==> src/rtl/pow2_lut_arb_pkg.sv <==
// Shared types and helpers for the Pow2LUT round-robin arbiter.
// Optional feature macro used by the top: POW2_LUT_ARB_STATS_EN.
package pow2_lut_arb_pkg;

   // Index width that never collapses to zero bits.
   function automatic int unsigned clog2_safe(input int unsigned n);
      return (n > 1) ? $clog2(n) : 1;
   endfunction

   // Pointer value after reset: last requester, so requester 0 wins first.
   function automatic int unsigned rr_rst_ptr(input int unsigned n);
      return n - 1;
   endfunction

   // Geometry of the shared LUT slice this arbiter serves.
   localparam int unsigned ARB_IN      = 4;
   localparam int unsigned ARB_OUT     = 5;
   localparam int unsigned ARB_NUM_REQ = 4;
   localparam int unsigned ARB_ID_W    = clog2_safe(ARB_NUM_REQ);

   // Stage-1 record: LUT operand plus the requester it came from.
   typedef struct packed {
      logic [ARB_IN-1:0]   operand;
      logic [ARB_ID_W-1:0] id;
   } s1_rec_t;

endpackage

==> src/rtl/Pow2LUT.sv <==
// Pow2LUT: fraction table for 2^x, x in [0,1) with 4 fraction bits.
// result = round((2^(operand/16) - 1) * 32), i.e. the fractional part of 2^x in 5 bits.
module Pow2LUT #(
   parameter int unsigned IN  = 4,
   parameter int unsigned OUT = 5
) (
   input  logic [IN-1:0]  operand,
   output logic [OUT-1:0] result
);

   // Pure lookup, no state.
   always_comb begin
      result = '0;
      case (operand)
         4'd0:    result = OUT'(5'd0);
         4'd1:    result = OUT'(5'd1);
         4'd2:    result = OUT'(5'd3);
         4'd3:    result = OUT'(5'd4);
         4'd4:    result = OUT'(5'd6);
         4'd5:    result = OUT'(5'd8);
         4'd6:    result = OUT'(5'd9);
         4'd7:    result = OUT'(5'd11);
         4'd8:    result = OUT'(5'd13);
         4'd9:    result = OUT'(5'd15);
         4'd10:   result = OUT'(5'd17);
         4'd11:   result = OUT'(5'd20);
         4'd12:   result = OUT'(5'd22);
         4'd13:   result = OUT'(5'd24);
         4'd14:   result = OUT'(5'd27);
         4'd15:   result = OUT'(5'd29);
         default: result = '0;
      endcase
   end

endmodule

==> src/rtl/pow2_lut_arbiter_rr_picker.sv <==
// rr_picker: combinational round-robin search starting just after ptr, wrapping.
module rr_picker #(
   parameter int unsigned N   = 4,
   parameter int unsigned IDW = 2
) (
   input  logic [N-1:0]   req,
   input  logic [IDW-1:0] ptr,
   output logic [N-1:0]   gnt,
   output logic [IDW-1:0] idx
);

   // First requester at ptr+1, ptr+2, ... modulo N wins.
   always_comb begin
      int unsigned j;
      logic        found;
      gnt   = '0;
      idx   = '0;
      found = 1'b0;
      j     = 0;
      for (int unsigned k = 1; k <= N; k++) begin
         j = (int'(ptr) + k) % N;
         if (!found && req[j]) begin
            found  = 1'b1;
            gnt[j] = 1'b1;
            idx    = IDW'(j);
         end
      end
   end

endmodule

==> src/rtl/pow2_lut_arbiter.sv <==
// pow2_lut_arbiter: round-robin sharing of one Pow2LUT among NUM_REQ requesters.
// Two stages: operand/id register, then LUT into the output register.
// Define POW2_LUT_ARB_STATS_EN to add per-requester saturating grant counters.
module pow2_lut_arbiter
   import pow2_lut_arb_pkg::*;
#(
   parameter int unsigned IN      = 4,
   parameter int unsigned OUT     = 5,
   parameter int unsigned NUM_REQ = 4
) (
   input  logic                                 clock,
   input  logic                                 resetn,
   input  logic [NUM_REQ-1:0]                   in_valid,
   output logic [NUM_REQ-1:0]                   in_ready,
   input  logic [NUM_REQ-1:0][IN-1:0]           in_data,
   output logic                                 out_valid,
   input  logic                                 out_ready,
   output logic [OUT-1:0]                       out_data,
`ifdef POW2_LUT_ARB_STATS_EN
   output logic [NUM_REQ-1:0][15:0]             grant_count,
`endif
   output logic [clog2_safe(NUM_REQ)-1:0]       out_id
);

   localparam int unsigned IDW = clog2_safe(NUM_REQ);
   localparam logic [IDW-1:0] RST_PTR = IDW'(rr_rst_ptr(NUM_REQ));

   // The stage-1 record type is sized by the package geometry.
   if (IN != ARB_IN || NUM_REQ != ARB_NUM_REQ || NUM_REQ < 2) begin : g_bad_cfg
      $error("pow2_lut_arbiter: parameters do not match pow2_lut_arb_pkg geometry");
   end

   logic [IDW-1:0]     ptr_q;
   s1_rec_t            s1_q;
   logic               s1_valid_q;
   logic               advance;
   logic               s1_load;
   logic               xfer;
   logic [NUM_REQ-1:0] pick_gnt;
   logic [IDW-1:0]     pick_idx;
   logic [OUT-1:0]     lut_out;

   rr_picker #(
      .N   (NUM_REQ),
      .IDW (IDW)
   ) u_picker (
      .req (in_valid),
      .ptr (ptr_q),
      .gnt (pick_gnt),
      .idx (pick_idx)
   );

   Pow2LUT #(
      .IN  (IN),
      .OUT (OUT)
   ) u_lut (
      .operand (s1_q.operand),
      .result  (lut_out)
   );

   // Handshake: grant only when stage 1 can take a new operand; silent in reset.
   always_comb begin
      advance  = !out_valid || out_ready;
      s1_load  = !s1_valid_q || advance;
      in_ready = (resetn && s1_load) ? pick_gnt : '0;
      xfer     = |(in_valid & in_ready);
   end

   // Stage 1 and round-robin pointer.
   always_ff @(posedge clock or negedge resetn) begin
      if (!resetn) begin
         s1_valid_q <= 1'b0;
         s1_q       <= '0;
         ptr_q      <= RST_PTR;
      end else begin
         if (s1_load) begin
            s1_valid_q <= xfer;
         end
         if (xfer) begin
            s1_q.operand <= in_data[pick_idx];
            s1_q.id      <= pick_idx;
            ptr_q        <= pick_idx;
         end
      end
   end

   // Output register: LUT result moves out whenever the consumer side can advance.
   always_ff @(posedge clock or negedge resetn) begin
      if (!resetn) begin
         out_valid <= 1'b0;
         out_data  <= '0;
         out_id    <= '0;
      end else if (advance) begin
         out_valid <= s1_valid_q;
         if (s1_valid_q) begin
            out_data <= lut_out;
            out_id   <= s1_q.id;
         end
      end
   end

`ifdef POW2_LUT_ARB_STATS_EN
   // Per-requester accepted-transfer counters, saturating.
   always_ff @(posedge clock or negedge resetn) begin
      if (!resetn) begin
         grant_count <= '0;
      end else begin
         for (int i = 0; i < int'(NUM_REQ); i++) begin
            if (in_valid[i] && in_ready[i] && grant_count[i] != 16'hFFFF) begin
               grant_count[i] <= grant_count[i] + 16'd1;
            end
         end
      end
   end
`endif

endmodule

==> config.mk <==
export PLATFORM = sky130hd
export DESIGN_NAME = pow2_lut_arbiter
export DESIGN_NICKNAME = d
export VERILOG_FILES = /design/src/rtl/pow2_lut_arb_pkg.sv /design/src/rtl/Pow2LUT.sv /design/src/rtl/pow2_lut_arbiter_rr_picker.sv /design/src/rtl/pow2_lut_arbiter.sv
export SDC_FILE = /design/constraint.sdc
export NUM_CORES = 1
export LEC_CHECK = 0
export CORE_MARGIN = 4
export CORE_UTILIZATION = 35
export DETAILED_ROUTE_END_ITERATION = 8
export GPL_TIMING_DRIVEN = 0
export PLACE_DENSITY_LB_ADDON = 0.12
export SLEW_MARGIN = 20
export SYNTH_ARGS = -nofsm -noshare
export SYNTH_HDL_FRONTEND = slang
export SYNTH_SLANG_ARGS = --single-unit
==> constraint.sdc <==
create_clock -name clock -period 4.8 [get_ports clock]
set_input_delay 0.96 -clock clock [delete_from_list [all_inputs] [get_ports clock]]
set_output_delay 0.96 -clock clock [all_outputs]
set_load 0.01 [all_outputs]
==> results.toml <==
[status]
run_status = "finished clean"

[power]
power_frac_comb_pct = 70.4
p_sw_uw = 537
power_leakage_nw = 0.813
power_density_nw_per_um2 = 686
seqPwrFrac_pct = 21.5
pwr-share-clk_pct = 8.1
p_int_uw = 775
peakVddDrop_uv = 229
sw_frac_of_total_pct = 40.9

[synth]
synth-seq-cells = 17
synth_top_area_share_pct = 25.4
yosysWarnings = 0
ys_types = 38
synth_top_area_cell = "dfrtp_1"
synth_commonest_cells = "15 x dfrtp_1, 15 x mux2i_1, 14 x ha_1"
synth.avg_cell_area_um2 = 10.7
synth_edf_count = 0
synthesis.nets = 175
synth.area.top_cells = "dfrtp_1 25%, ha_1 12%, mux2i_1 10%, mux2_2 8.4%, mux4_2 6.1%"
netlist_instances = 138
synth_area_um2 = 1480
synthArstFlopShare_pct = 100
yosysSeqAreaShare_pct = 29.0
ys.flop_type = "dfrtp_1"

[cts]
holdBufCountCts = 0
htreeDepth = 1
cts_made_buffers = 3
post_cts_resized = 0
cts.sinks = 17
clock_latency_ns = 0.25
clockBufferDepth = 2
clk_pin_slew_ns = 0.07
clk_root_buffer_cell = "clkbuf_8"
cts_tree = "yes"
cts_setup_buffers = 0

[floorplan]
rows = 23
die_h_um = 72.9
coreArea_um2 = 4030
dieArea_um2 = 5320
initial_utilization_pct = 36.6
io_pins = 35
dieWidth_um = 72.9

[global_route]
grt_use_total_pct = 12.1
use_met2_pct = 21.0
grt_pass1_wl_mm = 5.06
use_met3_pct = 3.31
grt-ovfl-total = 0
gr-max-usage-layer = "met2"
grt_max_degree = 20
grtUsageMet1_pct = 14.6
grt_pass1_vias = 1142
antenna_found_initial = 0

[cells_and_area]
drive_above_1_share_pct = 21.1
fillers = 403
n_antenna_cell = 0
nets = 213
synthToLayoutAreaGrowth_pct = 29.7

[setup_path]
arrival_ns = 3.49
path_max_fanout = 8
start_kind = "primary input"
worst_setup_path_end_kind = "primary output"
required_ns = 3.84
reg2regPathDepth = 9
path_class = "in2out"

[run]
cap_violations = 0

[sta]
rsz0062_at_grt = "false"
relSlewSlack_pct = 46.5
hold_violations = 0
fmax_mhz = 225
fin_setup_tns_ns = 0
hold_ws_ns = 0.482
skew_ns = 0.00389
setup_ws_ns = 0.353
setup_viol_count_final = 0
period_share_pct = 92.6
slew_viol_final = 0
period_minus_slack_ns = 4.45
tightest_slew_ns = 0.799

[route]
drtPass1Iterations = 4
post_drt_via_cell_ratio = 5.20
wl_mm = 3.10
detail-route-antenna-nets = 0
drc = 0
avgRoutedWirePerCell_um = 13.8
first_iter_violations = 65
num_vias = 1169

[hold_path]
min_path_cells = 2
hp-class = "reg2reg"

[placement]
dp_worst_setup_slack_ns = 0.370
numPortBuffers = 33
hpwl_mm = 2.43
gp_congestion = 0.791
logic make-up after synthesis:
kind of cell	after synthesis	synth area share (%)
compound gates	36	19.3
mux	30	24.7
simple gates	27	10.1
flops	17	29.0
fa+ha+maj	14	11.9
buf+inv	14	5.00
worst paths after layout:
check / startpoint / to / slack [ns]
min in group asynchronous: resetn / s1_valid_q / 1.17
setup / recovery: in_valid[2] / in_ready[2] / 0.35
hold / removal: out_id[0] / out_id[0] / 0.48
hold reg to reg: out_id[0] / out_id[0] / 0.48
max in group asynchronous: resetn / s1_q[4] / 3.13
setup reg to reg: ptr_q[0] / s1_q[1] / 1.80
area by class of cell:
| type | instances | area, um2 | share of cell area (%) |
|---|---|---|---|
| buffer | 6 | 43.8 | 2.29 |
| clock buffer | 4 | 45.0 | 2.35 |
| inverter | 8 | 30.0 | 1.57 |
| multi-input combinational | 107 | 973 | 50.9 |
| sequential | 17 | 428 | 22.4 |
| tap | 50 | 62.6 | 3.27 |
| timing repair buffer | 33 | 330 | 17.3 |
per-layer routing:
metal  routed length (um)  vias up
met3                  188        6
met4                   32        0
met5                    0        -
met1                 1370      543
li1                     -      583
met2                 1510       37
through the flow:
step           utilization (%)  instances  area, um2  power, mW
2_1_floorplan                -        138       1480      0.963
5_1_grt                   47.5        225       1910       1.43
3_5_place_dp              46.4        221       1870       1.22
6_report                  47.5        225       1910       1.31
4_1_cts                   47.5        225       1910       1.33
3_3_place_gp              46.4        221       1870       1.20
critical path: stages:
cell and delay (ns):
clkdlybuf4s50_1 0.64, or3b_2 0.47, a211o_1 0.31, o21ai_2 0.29, nand2_1 0.10, a21oi_1 0.15
clkdlybuf4s50_1 0.56
power groups by stage:
| stage | logic, mW | clock network, mW | registers, mW |
|---|---|---|---|
| global placement | 0.921 | 0 | 0.284 |
| global route | 1.02 | 0.114 | 0.295 |
| CTS | 0.937 | 0.109 | 0.285 |
| finish | 0.923 | 0.106 | 0.282 |
| floorplan | 0.672 | 0 | 0.291 |
| detailed placement | 0.935 | 0 | 0.287 |
cells in the final DEF (no fill, tap or decap), types with 2 or more instances in the layout:
master	count
nand2_1	13
a22oi_1	3
ha_1	14
inv_1	8
a221o_2	3
dfrtp_1	15
mux2i_1	15
mux4_2	4
o21ai_0	10
dfstp_2	2
a21oi_1	7
nand3b_1	2
mux2_2	11
buf_6	2
clkdlybuf4s50_1	33
clkbuf_1	2
nor2_1	3
clkbuf_8	3
nand2b_1	3
o2111ai_1	2
registers in the layout, indices dropped and copies added (netlist names):
signal,cells
s1_q,6
out_data,5
out_id,2
ptr_q,2
out_valid,1
s1_valid_q,1
(Power assumes the default switching activity.)
